**config.mk**
```make
export PLATFORM = sky130hd
export DESIGN_NAME = alu_stim_sequencer_flat
export DESIGN_NICKNAME = d
export VERILOG_FILES = /design/src/rtl/alu_stim_pkg.sv /design/src/rtl/alu_stim_sequencer_if.sv /design/src/rtl/alu_stim_gen.sv /design/src/rtl/alu_stim_sequencer.sv /design/src/flat_wrapper.sv
export SDC_FILE = /design/constraint.sdc
export NUM_CORES = 1
export LEC_CHECK = 0
export ABC_AREA = 1
export BUFFER_PORTS_ARGS = -buffer_cell sky130_fd_sc_hd__buf_2
export CORE_MARGIN = 3
export CORE_UTILIZATION = 40
export CTS_BUF_LIST = sky130_fd_sc_hd__clkbuf_8 sky130_fd_sc_hd__clkbuf_16
export DETAILED_ROUTE_END_ITERATION = 16
export SLEW_MARGIN = 40
export SYNTH_ARGS = -nofsm -noshare
export SYNTH_HDL_FRONTEND = slang
export SYNTH_SLANG_ARGS = --single-unit
```
**constraint.sdc**
```tcl
create_clock -name clk -period 4.3 [get_ports clk]
set_input_delay 0.43 -clock clk [delete_from_list [all_inputs] [get_ports clk]]
set_output_delay 0.43 -clock clk [all_outputs]
set_load 0.01 [all_outputs]
```
**src/rtl/alu_stim_pkg.sv**
```systemverilog
// Shared types and constants for the ALU stimulus sequencer: FSM state
// encoding, opcode field sizes, LFSR tap table and a set-bit search helper.
package alu_stim_pkg;

  localparam int SEL_W   = 4;
  localparam int NUM_OPS = 16;

  typedef enum logic [1:0] {
    ST_IDLE  = 2'd0,
    ST_LOAD  = 2'd1,
    ST_DRIVE = 2'd2,
    ST_DONE  = 2'd3
  } state_t;

  // Result of searching the opcode mask for a set bit.
  typedef struct packed {
    logic             found;
    logic [SEL_W-1:0] idx;
  } bit_hit_t;

  // Maximal-length Fibonacci tap masks (bit t-1 set for tap t).
  function automatic logic [63:0] lfsr_taps(input int width);
    case (width)
      8:       return 64'h0000_0000_0000_00B8;  // taps 8,6,5,4
      16:      return 64'h0000_0000_0000_D008;  // taps 16,15,13,4
      32:      return 64'h0000_0000_8020_0003;  // taps 32,22,2,1
      default: return 64'hD800_0000_0000_0000;  // taps 64,63,61,60
    endcase
  endfunction

  // Lowest set bit of mask at an index >= lo (lo may be NUM_OPS: no hit).
  function automatic bit_hit_t find_set(input logic [NUM_OPS-1:0] mask,
                                        input logic [SEL_W:0] lo);
    bit_hit_t hit;
    hit.found = 1'b0;
    hit.idx   = '0;
    // Scan downward so the lowest qualifying bit is the one left standing.
    for (int i = NUM_OPS - 1; i >= 0; i--) begin
      if (mask[i] && (i >= int'(lo))) begin
        hit.found = 1'b1;
        hit.idx   = SEL_W'(i);
      end
    end
    return hit;
  endfunction

endpackage

```
**src/rtl/alu_stim_sequencer_if.sv**
```systemverilog
// Control and vector bus between the stimulus sequencer (master) and its
// user / downstream ALU harness (slave).
interface alu_stim_sequencer_if #(
  parameter int N = 4
);
  logic             start;
  logic             stop;
  logic [2*N-1:0]   seed;
  logic [15:0]      sel_mask;
  logic [N-1:0]     A;
  logic [N-1:0]     B;
  logic [3:0]       Sel;
  logic             vec_valid;
  logic             busy;
  logic             done;
  logic [15:0]      vec_cnt;

  modport master (
    input  start, stop, seed, sel_mask,
    output A, B, Sel, vec_valid, busy, done, vec_cnt
  );

  modport slave (
    output start, stop, seed, sel_mask,
    input  A, B, Sel, vec_valid, busy, done, vec_cnt
  );
endinterface

```
**src/rtl/alu_stim_gen.sv**
```systemverilog
// Operand generator: a W-bit register that loads a seed or advances.
// Build option ALU_STIM_EXHAUSTIVE_EN turns the LFSR into an up-counter
// so every operand pair from the seed onward is covered in order.
module alu_stim_gen
  import alu_stim_pkg::*;
#(
  parameter int W = 8
) (
  input  logic         clk,
  input  logic         reset,
  input  logic         load,
  input  logic         adv,
  input  logic [W-1:0] seed,
  output logic [W-1:0] value
);

`ifdef ALU_STIM_EXHAUSTIVE_EN
  // Counter mode: any seed, including 0, is a valid start point.
  always_ff @(posedge clk or negedge reset) begin
    if (!reset) begin
      value <= '0;
    end else if (load) begin
      value <= seed;
    end else if (adv) begin
      value <= value + W'(1);
    end
  end
`else
  localparam logic [W-1:0] TAPS = W'(lfsr_taps(W));

  logic feedback;
  assign feedback = ^(value & TAPS);

  // LFSR mode: an all-zero seed would lock up, so it is forced to 1.
  always_ff @(posedge clk or negedge reset) begin
    if (!reset) begin
      value <= '0;
    end else if (load) begin
      value <= (seed == '0) ? W'(1) : seed;
    end else if (adv) begin
      value <= {value[W-2:0], feedback};
    end
  end
`endif

endmodule

```
**src/rtl/alu_stim_sequencer.sv**
```systemverilog
// Stimulus sequencer for the registered ALU harness. Sweeps each opcode
// enabled in sel_mask, issuing NUM_VEC operand pairs per opcode with each
// pair held for HOLD cycles. Every opcode replays the same operand stream.
// Generator type is chosen by ALU_STIM_EXHAUSTIVE_EN (see alu_stim_gen).
module alu_stim_sequencer
  import alu_stim_pkg::*;
#(
  parameter int N       = 4,
  parameter int HOLD    = 2,
  parameter int NUM_VEC = 16
) (
  input logic                  clk,
  input logic                  reset,
  alu_stim_sequencer_if.master bus
);

  localparam int W      = 2 * N;
  localparam int HOLD_W = (HOLD > 1) ? $clog2(HOLD) : 1;
  localparam int IDX_W  = (NUM_VEC > 1) ? $clog2(NUM_VEC) : 1;
  localparam logic [HOLD_W-1:0] HOLD_LAST = HOLD_W'(HOLD - 1);
  localparam logic [IDX_W-1:0]  IDX_LAST  = IDX_W'(NUM_VEC - 1);

  state_t               state_reg, state_next;
  logic [W-1:0]         seed_reg, seed_next;
  logic [NUM_OPS-1:0]   mask_reg, mask_next;
  logic [SEL_W-1:0]     sel_reg, sel_next;
  logic [HOLD_W-1:0]    hold_reg, hold_next;
  logic [IDX_W-1:0]     idx_reg, idx_next;
  logic [15:0]          cnt_reg, cnt_next;
  logic                 busy_reg, busy_next;
  logic                 done_reg, done_next;
  logic                 valid_reg, valid_next;
  logic                 gen_load, gen_adv;
  logic [W-1:0]         gen_value;
  bit_hit_t             first_hit, higher_hit;

  assign first_hit  = find_set(mask_reg, '0);
  assign higher_hit = find_set(mask_reg, {1'b0, sel_reg} + (SEL_W + 1)'(1));

  alu_stim_gen #(
    .W (W)
  ) u_gen (
    .clk   (clk),
    .reset (reset),
    .load  (gen_load),
    .adv   (gen_adv),
    .seed  (seed_reg),
    .value (gen_value)
  );

  // State register.
  always_ff @(posedge clk or negedge reset) begin
    if (!reset) begin
      state_reg <= ST_IDLE;
    end else begin
      state_reg <= state_next;
    end
  end

  // Next-state, generator control and next values of all registered outputs.
  always_comb begin
    state_next = state_reg;
    seed_next  = seed_reg;
    mask_next  = mask_reg;
    sel_next   = sel_reg;
    hold_next  = hold_reg;
    idx_next   = idx_reg;
    cnt_next   = cnt_reg;
    busy_next  = busy_reg;
    done_next  = 1'b0;
    valid_next = valid_reg;
    gen_load   = 1'b0;
    gen_adv    = 1'b0;

    case (state_reg)
      ST_IDLE: begin
        busy_next  = 1'b0;
        valid_next = 1'b0;
        if (bus.start && !bus.stop) begin
          state_next = ST_LOAD;
          seed_next  = bus.seed;
          mask_next  = bus.sel_mask;
          cnt_next   = '0;
          busy_next  = 1'b1;
        end
      end

      ST_LOAD: begin
        if (bus.stop) begin
          state_next = ST_IDLE;
          busy_next  = 1'b0;
          valid_next = 1'b0;
        end else begin
          gen_load  = 1'b1;
          hold_next = '0;
          idx_next  = '0;
          sel_next  = first_hit.idx;
          if (!first_hit.found) begin
            state_next = ST_DONE;
            done_next  = 1'b1;
            busy_next  = 1'b0;
            valid_next = 1'b0;
          end else begin
            // First vector goes live on this edge, so it is counted now.
            state_next = ST_DRIVE;
            valid_next = 1'b1;
            cnt_next   = cnt_reg + 16'd1;
          end
        end
      end

      ST_DRIVE: begin
        if (bus.stop) begin
          state_next = ST_IDLE;
          busy_next  = 1'b0;
          valid_next = 1'b0;
        end else if (hold_reg != HOLD_LAST) begin
          hold_next = hold_reg + HOLD_W'(1);
        end else begin
          hold_next = '0;
          if (idx_reg != IDX_LAST) begin
            idx_next = idx_reg + IDX_W'(1);
            gen_adv  = 1'b1;
            cnt_next = cnt_reg + 16'd1;
          end else if (higher_hit.found) begin
            // Next opcode restarts the operand stream from the seed.
            idx_next = '0;
            sel_next = higher_hit.idx;
            gen_load = 1'b1;
            cnt_next = cnt_reg + 16'd1;
          end else begin
            state_next = ST_DONE;
            done_next  = 1'b1;
            busy_next  = 1'b0;
            valid_next = 1'b0;
          end
        end
      end

      ST_DONE: begin
        state_next = ST_IDLE;
        busy_next  = 1'b0;
        valid_next = 1'b0;
      end

      default: begin
        state_next = ST_IDLE;
        busy_next  = 1'b0;
        valid_next = 1'b0;
      end
    endcase
  end

  // Datapath and status registers.
  always_ff @(posedge clk or negedge reset) begin
    if (!reset) begin
      seed_reg  <= '0;
      mask_reg  <= '0;
      sel_reg   <= '0;
      hold_reg  <= '0;
      idx_reg   <= '0;
      cnt_reg   <= '0;
      busy_reg  <= 1'b0;
      done_reg  <= 1'b0;
      valid_reg <= 1'b0;
    end else begin
      seed_reg  <= seed_next;
      mask_reg  <= mask_next;
      sel_reg   <= sel_next;
      hold_reg  <= hold_next;
      idx_reg   <= idx_next;
      cnt_reg   <= cnt_next;
      busy_reg  <= busy_next;
      done_reg  <= done_next;
      valid_reg <= valid_next;
    end
  end

  assign bus.A         = gen_value[N-1:0];
  assign bus.B         = gen_value[W-1:N];
  assign bus.Sel       = sel_reg;
  assign bus.vec_valid = valid_reg;
  assign bus.busy      = busy_reg;
  assign bus.done      = done_reg;
  assign bus.vec_cnt   = cnt_reg;

endmodule

```
**src/flat_wrapper.sv**
```systemverilog
// flat-port wrapper written by rule: the top's interface ports become plain ports
module alu_stim_sequencer_flat import alu_stim_pkg::*;
#(
  parameter int N       = 4,
  parameter int HOLD    = 2,
  parameter int NUM_VEC = 16
)
  (clk, reset, bus_start, bus_stop, bus_seed, bus_sel_mask, bus_A, bus_B, bus_Sel, bus_vec_valid, bus_busy, bus_done, bus_vec_cnt);
  alu_stim_sequencer_if #(.N(N)) bus_i ();
  input logic clk;
  input logic reset;
  input wire logic [$bits(bus_i.start)-1:0] bus_start;
  input wire logic [$bits(bus_i.stop)-1:0] bus_stop;
  input wire logic [$bits(bus_i.seed)-1:0] bus_seed;
  input wire logic [$bits(bus_i.sel_mask)-1:0] bus_sel_mask;
  output wire logic [$bits(bus_i.A)-1:0] bus_A;
  output wire logic [$bits(bus_i.B)-1:0] bus_B;
  output wire logic [$bits(bus_i.Sel)-1:0] bus_Sel;
  output wire logic [$bits(bus_i.vec_valid)-1:0] bus_vec_valid;
  output wire logic [$bits(bus_i.busy)-1:0] bus_busy;
  output wire logic [$bits(bus_i.done)-1:0] bus_done;
  output wire logic [$bits(bus_i.vec_cnt)-1:0] bus_vec_cnt;
  assign bus_i.start = bus_start;
  assign bus_i.stop = bus_stop;
  assign bus_i.seed = bus_seed;
  assign bus_i.sel_mask = bus_sel_mask;
  assign bus_A = bus_i.A;
  assign bus_B = bus_i.B;
  assign bus_Sel = bus_i.Sel;
  assign bus_vec_valid = bus_i.vec_valid;
  assign bus_busy = bus_i.busy;
  assign bus_done = bus_i.done;
  assign bus_vec_cnt = bus_i.vec_cnt;
  alu_stim_sequencer #(.N(N), .HOLD(HOLD), .NUM_VEC(NUM_VEC)) u_core (.clk(clk), .reset(reset), .bus(bus_i));
endmodule
```
**Yosys cells after proc, flatten, opt, wreduce, memory -nomap -nowiden**

Index checks and enable logic that the tools add are counted.
W data, S select, Z words.

- Register bits after elaboration: 62
- Latch bits: 0
- Memory bits (writable): 0
- Bits in read-only memories: 0
- Input port bits: 28
- Output and inout port bits: 31
- Word-level logic and storage cells: 175
- Memories: 0

- Add/subtract/negate cells: 4
- Multiply operators: 0
- Divide/modulo/power cells: 0
- $lt $le $gt $ge: 16
- Eq/ne operators: 16
- Shift-type cells: 0
- Muxes and demuxes: 95
- Bitwise gates (word level): 0
- Reduce and logical (&&, ||, !) cells: 33

Operator list:

| cell | count |
|---|---|
| $mux W5 | 32 |
| $mux W16 | 7 |
| $pmux W16 S3 | 1 |
| $ge A4 B5 Y1 const A | 8 |
| $mux W4 | 10 |
| $mux W1 | 28 |
| $mux W8 | 3 |
| $ge A3 B5 Y1 const A | 4 |
| $logic_and A1 B1 Y1 | 17 |
| $add A16 B1 Y16 const B | 1 |
| $pmux W4 S2 | 2 |
| $mux W2 | 6 |
| $ge A1 B5 Y1 const A | 2 |
| $ge A2 B5 Y1 const A | 2 |
| $ne A3 B3 Y1 const B | 3 |
| $logic_not A8 Y1 | 1 |
| $ne A2 B1 Y1 const B | 4 |
| $pmux W2 S4 | 1 |
| $reduce_and A4 Y1 | 2 |
| $reduce_xor A8 Y1 | 1 |
| $reduce_and A7 Y1 | 1 |
| $ne A2 B2 Y1 const B | 3 |
| $pmux W1 S2 | 3 |
| $reduce_and A3 Y1 | 2 |
| other kinds (18) | 20 |

**Logic depth before layout (Yosys ltp)**

- Word-level depth: 25
- Mapped depth: 24
- Depth with buffers taken out: 24

**Hierarchy**

Synthesis repeated with hierarchy kept, for this count alone.

- Cell total of the unflattened synthesis: 561
- Area total of the unflattened synthesis: 4031.4 sq um

Modules (own cells, without submodules):

| module | times used | cells each | area each (sq um) | sequential area each (sq um) |
|---|---|---|---|---|
| alu_stim_sequencer | 1 | 499 | 3585.9 | 1351.3 |
| alu_stim_gen | 1 | 62 | 445.4 | 200.2 |

**Worst setup path before layout**

Ideal clock, no wire load.

- Kind: flip-flop to flip-flop
- Start point: register u_core.sel_reg[0] (netlist: u_core.bus.Sel[0])
- End point: register u_core.u_gen.value[4]
- Setup time: 127 ps
- Arrival: 2371 ps
- Required time: 4173 ps
- Path slack: 1802 ps
- Cell stages (with the launch flop): 16
- Buffers on the path: 1
- Clock period less this slack: 2498 ps
- Path through: dfrtp_1 inv_1 ha_1 inv_1 a21oi_1 nor4_1 nor3_1 nand2_1 inv_2 nand3_4 nand2_1 o21ai_1 nand2_1 buf_6 nand3_1 o211ai_2

- Word-level cells in the longest chain between the ends: 25
- Elaborated cells between the ends (all ways): 56
- Classes of those cells: add/sub (1); order compare (16); mux (22); reduce/logical (17)

RTL lines:

| item | RTL line | source |
|---|---|---|
| start: declaration | alu_stim_sequencer.sv:26 | `logic [SEL_W-1:0] sel_reg, sel_next;` |
| start signal: assignment | alu_stim_sequencer.sv:169 | `sel_reg <= sel_next;` |
| $add A4 B1 Y5 * | alu_stim_sequencer.sv:38 | `assign higher_hit = find_set(mask_reg, {1'b0, sel_reg} + (SEL_W + 1)'(1));` |
| $ge A4 B5 Y1 | alu_stim_pkg.sv:39 | `if (mask[i] && (i >= int'(lo))) begin` |
| $logic_and A1 B1 Y1 | alu_stim_pkg.sv:39 |  |
| $mux W5 (15 in series) | alu_stim_pkg.sv:39 |  |
| $mux W5 * | alu_stim_pkg.sv:39 |  |
| $mux W1 * | alu_stim_sequencer.sv:125 | `end else if (higher_hit.found) begin` |
| $mux W1 * | alu_stim_sequencer.sv:121 | `if (idx_reg != IDX_LAST) begin` |
| $mux W1 * | alu_stim_sequencer.sv:117 | `end else if (hold_reg != HOLD_LAST) begin` |
| $mux W1 * | alu_stim_sequencer.sv:113 | `if (bus.stop) begin` |
| $pmux W1 S2 * | alu_stim_sequencer.sv:75 | `case (state_reg)` |
| $mux W8 / $reduce_bool A2 Y1 (equally long branches) | -- |  |
| end signal: assignment | alu_stim_gen.sv:39 | `value <= (seed == '0) ? W'(1) : seed;` |
| end signal: assignment | alu_stim_gen.sv:41 | `value <= {value[W-2:0], feedback};` |
| end: declaration | alu_stim_gen.sv:14 | `output logic [W-1:0] value` |

Mark *: on every way between the ends. The rest lies on a longest branch, timed or not.
A chain may end at the register's enable or synchronous reset.

**Worst setup path after layout**

- Start point: register u_core.sel_reg[0] (netlist: u_core.bus.Sel[0])
- End point: register u_core.u_gen.value[6]

Same word-level chain as after synthesis.

==> Flow_metrics.wiki <==
{| class="wikitable"
! Metric !! Value
|-
| DRC violation count after routing || 0
|-
| Final instance count without filler cells || slightly below 700
|-
| Most numerous cell in the Yosys netlist || sky130_fd_sc_hd__nand2_1
|-
| Half-perimeter wire length of the detailed placement result || slightly below 7000 um
|-
| Maximum root-to-sink buffer count || 2
|-
| Category of the critical setup timing path || reg -> reg
|-
| Crit start category || flip-flop
|-
| Number of synthesis warnings || 0
|-
| CTS H-Tree Depth || 3
|-
| Average instance area after synthesis || 7.79 um2
|-
| First-pass GRT wire length || 15500 um
|-
| Kind of path behind the tightest hold check || in -> async
|-
| Unrepaired setup endpoints after global routing || no
|-
| Total inserted antenna cells || 0
|-
| Achievable frequency || about 0.32 GHz
|-
| Root Buffer || sky130_fd_sc_hd__clkbuf_8
|-
| Top flip-flop cell by instance count after synthesis || sky130_fd_sc_hd__dfrtp_1
|-
| Post-synth EDFFs || 0
|-
| Post-detailed-route via-to-cell ratio || 4.99
|-
| Sw power || between 1000 and 1500 uW
|-
| Clock network latency to the later pin of the worst-skew pair || ~340 ps
|-
| Vias in the first global route || between 3000 and 4000
|-
| Antenna violations before repair || 0
|-
| Synth area leaders || sky130_fd_sc_hd__dfrtp_1 41%, sky130_fd_sc_hd__nand2_1 9.3%, sky130_fd_sc_hd__inv_1 7.0%, sky130_fd_sc_hd__a21oi_1 4.9%, sky130_fd_sc_hd__nor2_1 4.5%
|-
| Logic pwr share || 0.467
|-
| Flop pwr share || 0.351
|-
| Number of vias in the routed layout || between 3000 and 4000
|-
| Hold buffer count at cts || 0
|-
| Register area || roughly 1600 um2
|-
| Initial cell density of the core || 0.424
|-
| Die span in y || slightly above 100 um
|-
| Filler instances || roughly 900
|-
| Pwr per Cell Area || about 630 nW/um2
|-
| Status || complete, no violations
|-
| Fraction of the yosys area taken by sequential cells || 0.407
|-
| Clock sink count || between 60 and 70
|-
| Die Area || roughly 11000 um2
|-
| Worst clock skew on the final layout || 10.1 ps
|-
| Hold Slack || roughly 56 ps
|-
| Share of Yosys cell area claimed by the top area cell type || 0.407
|-
| FP Rows || 34
|-
| Count of buffers from port buffering || 58
|-
| Die boundary width || between 100 and 150 um
|-
| Ports placed on the boundary || 59
|-
| CP max FO || 21
|-
| Least-Margin Pin Slew || a little over 700 ps
|-
| Flip-flop and latch count after synthesis || 62
|-
| Placeable core region || 8980 um2
|-
| Total global routing overflow || 0
|-
| Critical Path Sink Type || flip-flop
|-
| Maximum number of pins on one net before global-route repair || between 40 and 50
|-
| Final Hold Violating Endpoints || 0
|-
| Share of flip-flops with an asynchronous set or reset after synthesis || 1.00
|-
| Switching share of power || 0.449
|-
| Setup repair bufs after CTS || 0
|-
| Part of the cycle the worst path needs || 0.734
|-
| Worst slew margin relative to its limit || 0.523
|-
| Leading cell types by count after synthesis || 94 x sky130_fd_sc_hd__nand2_1, 71 x sky130_fd_sc_hd__inv_1, 62 x sky130_fd_sc_hd__dfrtp_1
|-
| Starting DRT DRC Count || about 200
|-
| Clock share of power || 0.182
|-
| Setup_tns || 0 ps
|-
| Post-Synthesis Net Count || roughly 530
|-
| Area grow syn2layout || 15.5%
|-
| Internal cell power || 1520 uW
|-
| Clock buffer count from CTS || 9
|-
| GRT Util Overall || 0.174
|-
| Endpoint required time on the critical path || between 4000 and 5000 ps
|-
| Clock slew seen by the registers of the worst setup and hold paths || around 70 ps
|-
| Finish-stage setup viols || 0
|-
| Maximum Capacitance Violations || 0
|-
| Average detailed-routed wire length per instance || 13.0 um
|-
| Clock period minus worst slack || between 3000 and 4000 ps
|-
| DRT antenna net count || 0
|-
| 1st-pass router iterations || 4
|-
| Share of layout cells above drive strength 1 || 0.202
|-
| Cell Area, Synth || around 3800 um2
|-
| Clock tree from TritonCTS || done
|-
| Post_cts resized || 0
|-
| Routability cong. || 0.923
|-
| Yosys top cell by area || sky130_fd_sc_hd__dfrtp_1
|-
| Pins Over Slew Limit || 0
|-
| Data arrival time of the critical path || 3370 ps
|-
| Net count of the finished layout || 590
|-
| Drt total wl || 8860 um
|-
| Number of cells produced by synthesis || between 400 and 500
|-
| Number of cells in the design after placement || approximately 670
|-
| Maximum vdd ir drop || roughly 0.29 mV
|-
| Final cell utilization of the core || 0.490
|-
| Area used by multi-input combinational logic || between 1500 and 2000 um2
|-
| Reported leakage power || 0.00215 uW
|-
| Number of library cell types mapped by synthesis || 38
|}
[final timing paths]
| check | from | endpoint | slack (ps) | cells past startpoint |
|---|---|---|---|---|
| max reg2reg | u_core.bus.Sel[0] | u_core.u_gen.value[6] | 1140 | 15 |
| min reg2reg | u_core.bus.vec_cnt[2] | u_core.bus.vec_cnt[2] | 480 | 1 |
| min | reset | u_core.mask_reg[15] | 60 | 1 |
| max | u_core.bus.Sel[0] | u_core.u_gen.value[6] | 1140 | 15 |
| max in group asynchronous | reset | u_core.bus.done | 3320 | 2 |
| min in group clk | bus_seed[0] | u_core.seed_reg[0] | 330 | 2 |
[cell usage in the layout, fill, tap and decap left out, types with 4 or more instances in the layout]
master,instances
sky130_fd_sc_hd__mux2_2,9
sky130_fd_sc_hd__nand3_1,32
sky130_fd_sc_hd__nand2_2,6
sky130_fd_sc_hd__inv_2,5
sky130_fd_sc_hd__clkbuf_8,10
sky130_fd_sc_hd__nor3_1,10
sky130_fd_sc_hd__xor2_1,7
sky130_fd_sc_hd__o21ai_0,23
sky130_fd_sc_hd__nand2_1,94
sky130_fd_sc_hd__ha_1,12
sky130_fd_sc_hd__xnor2_1,6
sky130_fd_sc_hd__o211ai_2,5
sky130_fd_sc_hd__buf_2,58
sky130_fd_sc_hd__a21oi_1,37
sky130_fd_sc_hd__nor2_1,46
sky130_fd_sc_hd__o31ai_1,15
sky130_fd_sc_hd__inv_1,72
sky130_fd_sc_hd__nor4_1,5
sky130_fd_sc_hd__nand4_1,8
sky130_fd_sc_hd__nor2_2,4
sky130_fd_sc_hd__dfrtp_1,62
[routing by layer]
layer  GRT usage  vias up  routed length [um]
li1            -     1729                   -
met1       0.243     1570                4310
met2       0.271       82                4020
met3      0.0336       12                 408
met4      0.0598        0                 125
met5           0        -                   0
[final cells by class]
class | instances | share of cell area
multi-input cells | 339 | 0.432
flip-flops and latches | 62 | 0.353
repair buffers | 60 | 0.0694
inverters | 78 | 0.0671
well taps | 126 | 0.0358
clock buffers | 10 | 0.0313
clock inverters | 5 | 0.0117
[critical path, cell delays in order, from the launching register on]
cell	delay [ps]
sky130_fd_sc_hd__dfrtp_1	510
sky130_fd_sc_hd__inv_1	140
sky130_fd_sc_hd__ha_1	360
sky130_fd_sc_hd__inv_1	100
sky130_fd_sc_hd__a21oi_1	200
sky130_fd_sc_hd__nand2_1	130
sky130_fd_sc_hd__o211ai_2	210
sky130_fd_sc_hd__nand2_1	110
sky130_fd_sc_hd__nor2_2	190
sky130_fd_sc_hd__nand3_4	110
sky130_fd_sc_hd__nand2_1	80
sky130_fd_sc_hd__o21ai_1	60
sky130_fd_sc_hd__nand2_1	530
sky130_fd_sc_hd__nand3_1	140
sky130_fd_sc_hd__o21ai_1	110
sky130_fd_sc_hd__inv_1	70
[power by group through the flow]
stage	Sequential, uW	Clock [uW]	Combinational [uW]
floorplan	962	0	976
global placement	973	0	1270
detailed placement	978	0	1290
CTS	968	519	1300
global route	1000	546	1480
finish	969	503	1290
[per-stage QoR]
step | worst slack (ps) | cell area (um2) | total power [uW]
3_5_place_dp | 1180 | 4210 | 2270
5_1_grt | 754 | 4400 | 3030
2_1_floorplan | 1800 | 3810 | 1940
3_3_place_gp | 1330 | 4210 | 2240
6_report | 1140 | 4400 | 2760
4_1_cts | 1160 | 4400 | 2780
[cells by family (layout without fill, tap and decap cells)]
group	after synthesis	count (layout)	share of synthesized area
and+or+nand+nor	214	214	0.259
xor gates and xnor gates	13	13	0.0299
adders and majority gates	12	12	0.0394
buffers and inverters	88	153	0.0936
AOI/OAI and AO/OA	91	91	0.145
muxes	9	9	0.0266
DFF	62	62	0.407
Note: power is estimated with default switching activity, not from simulation.
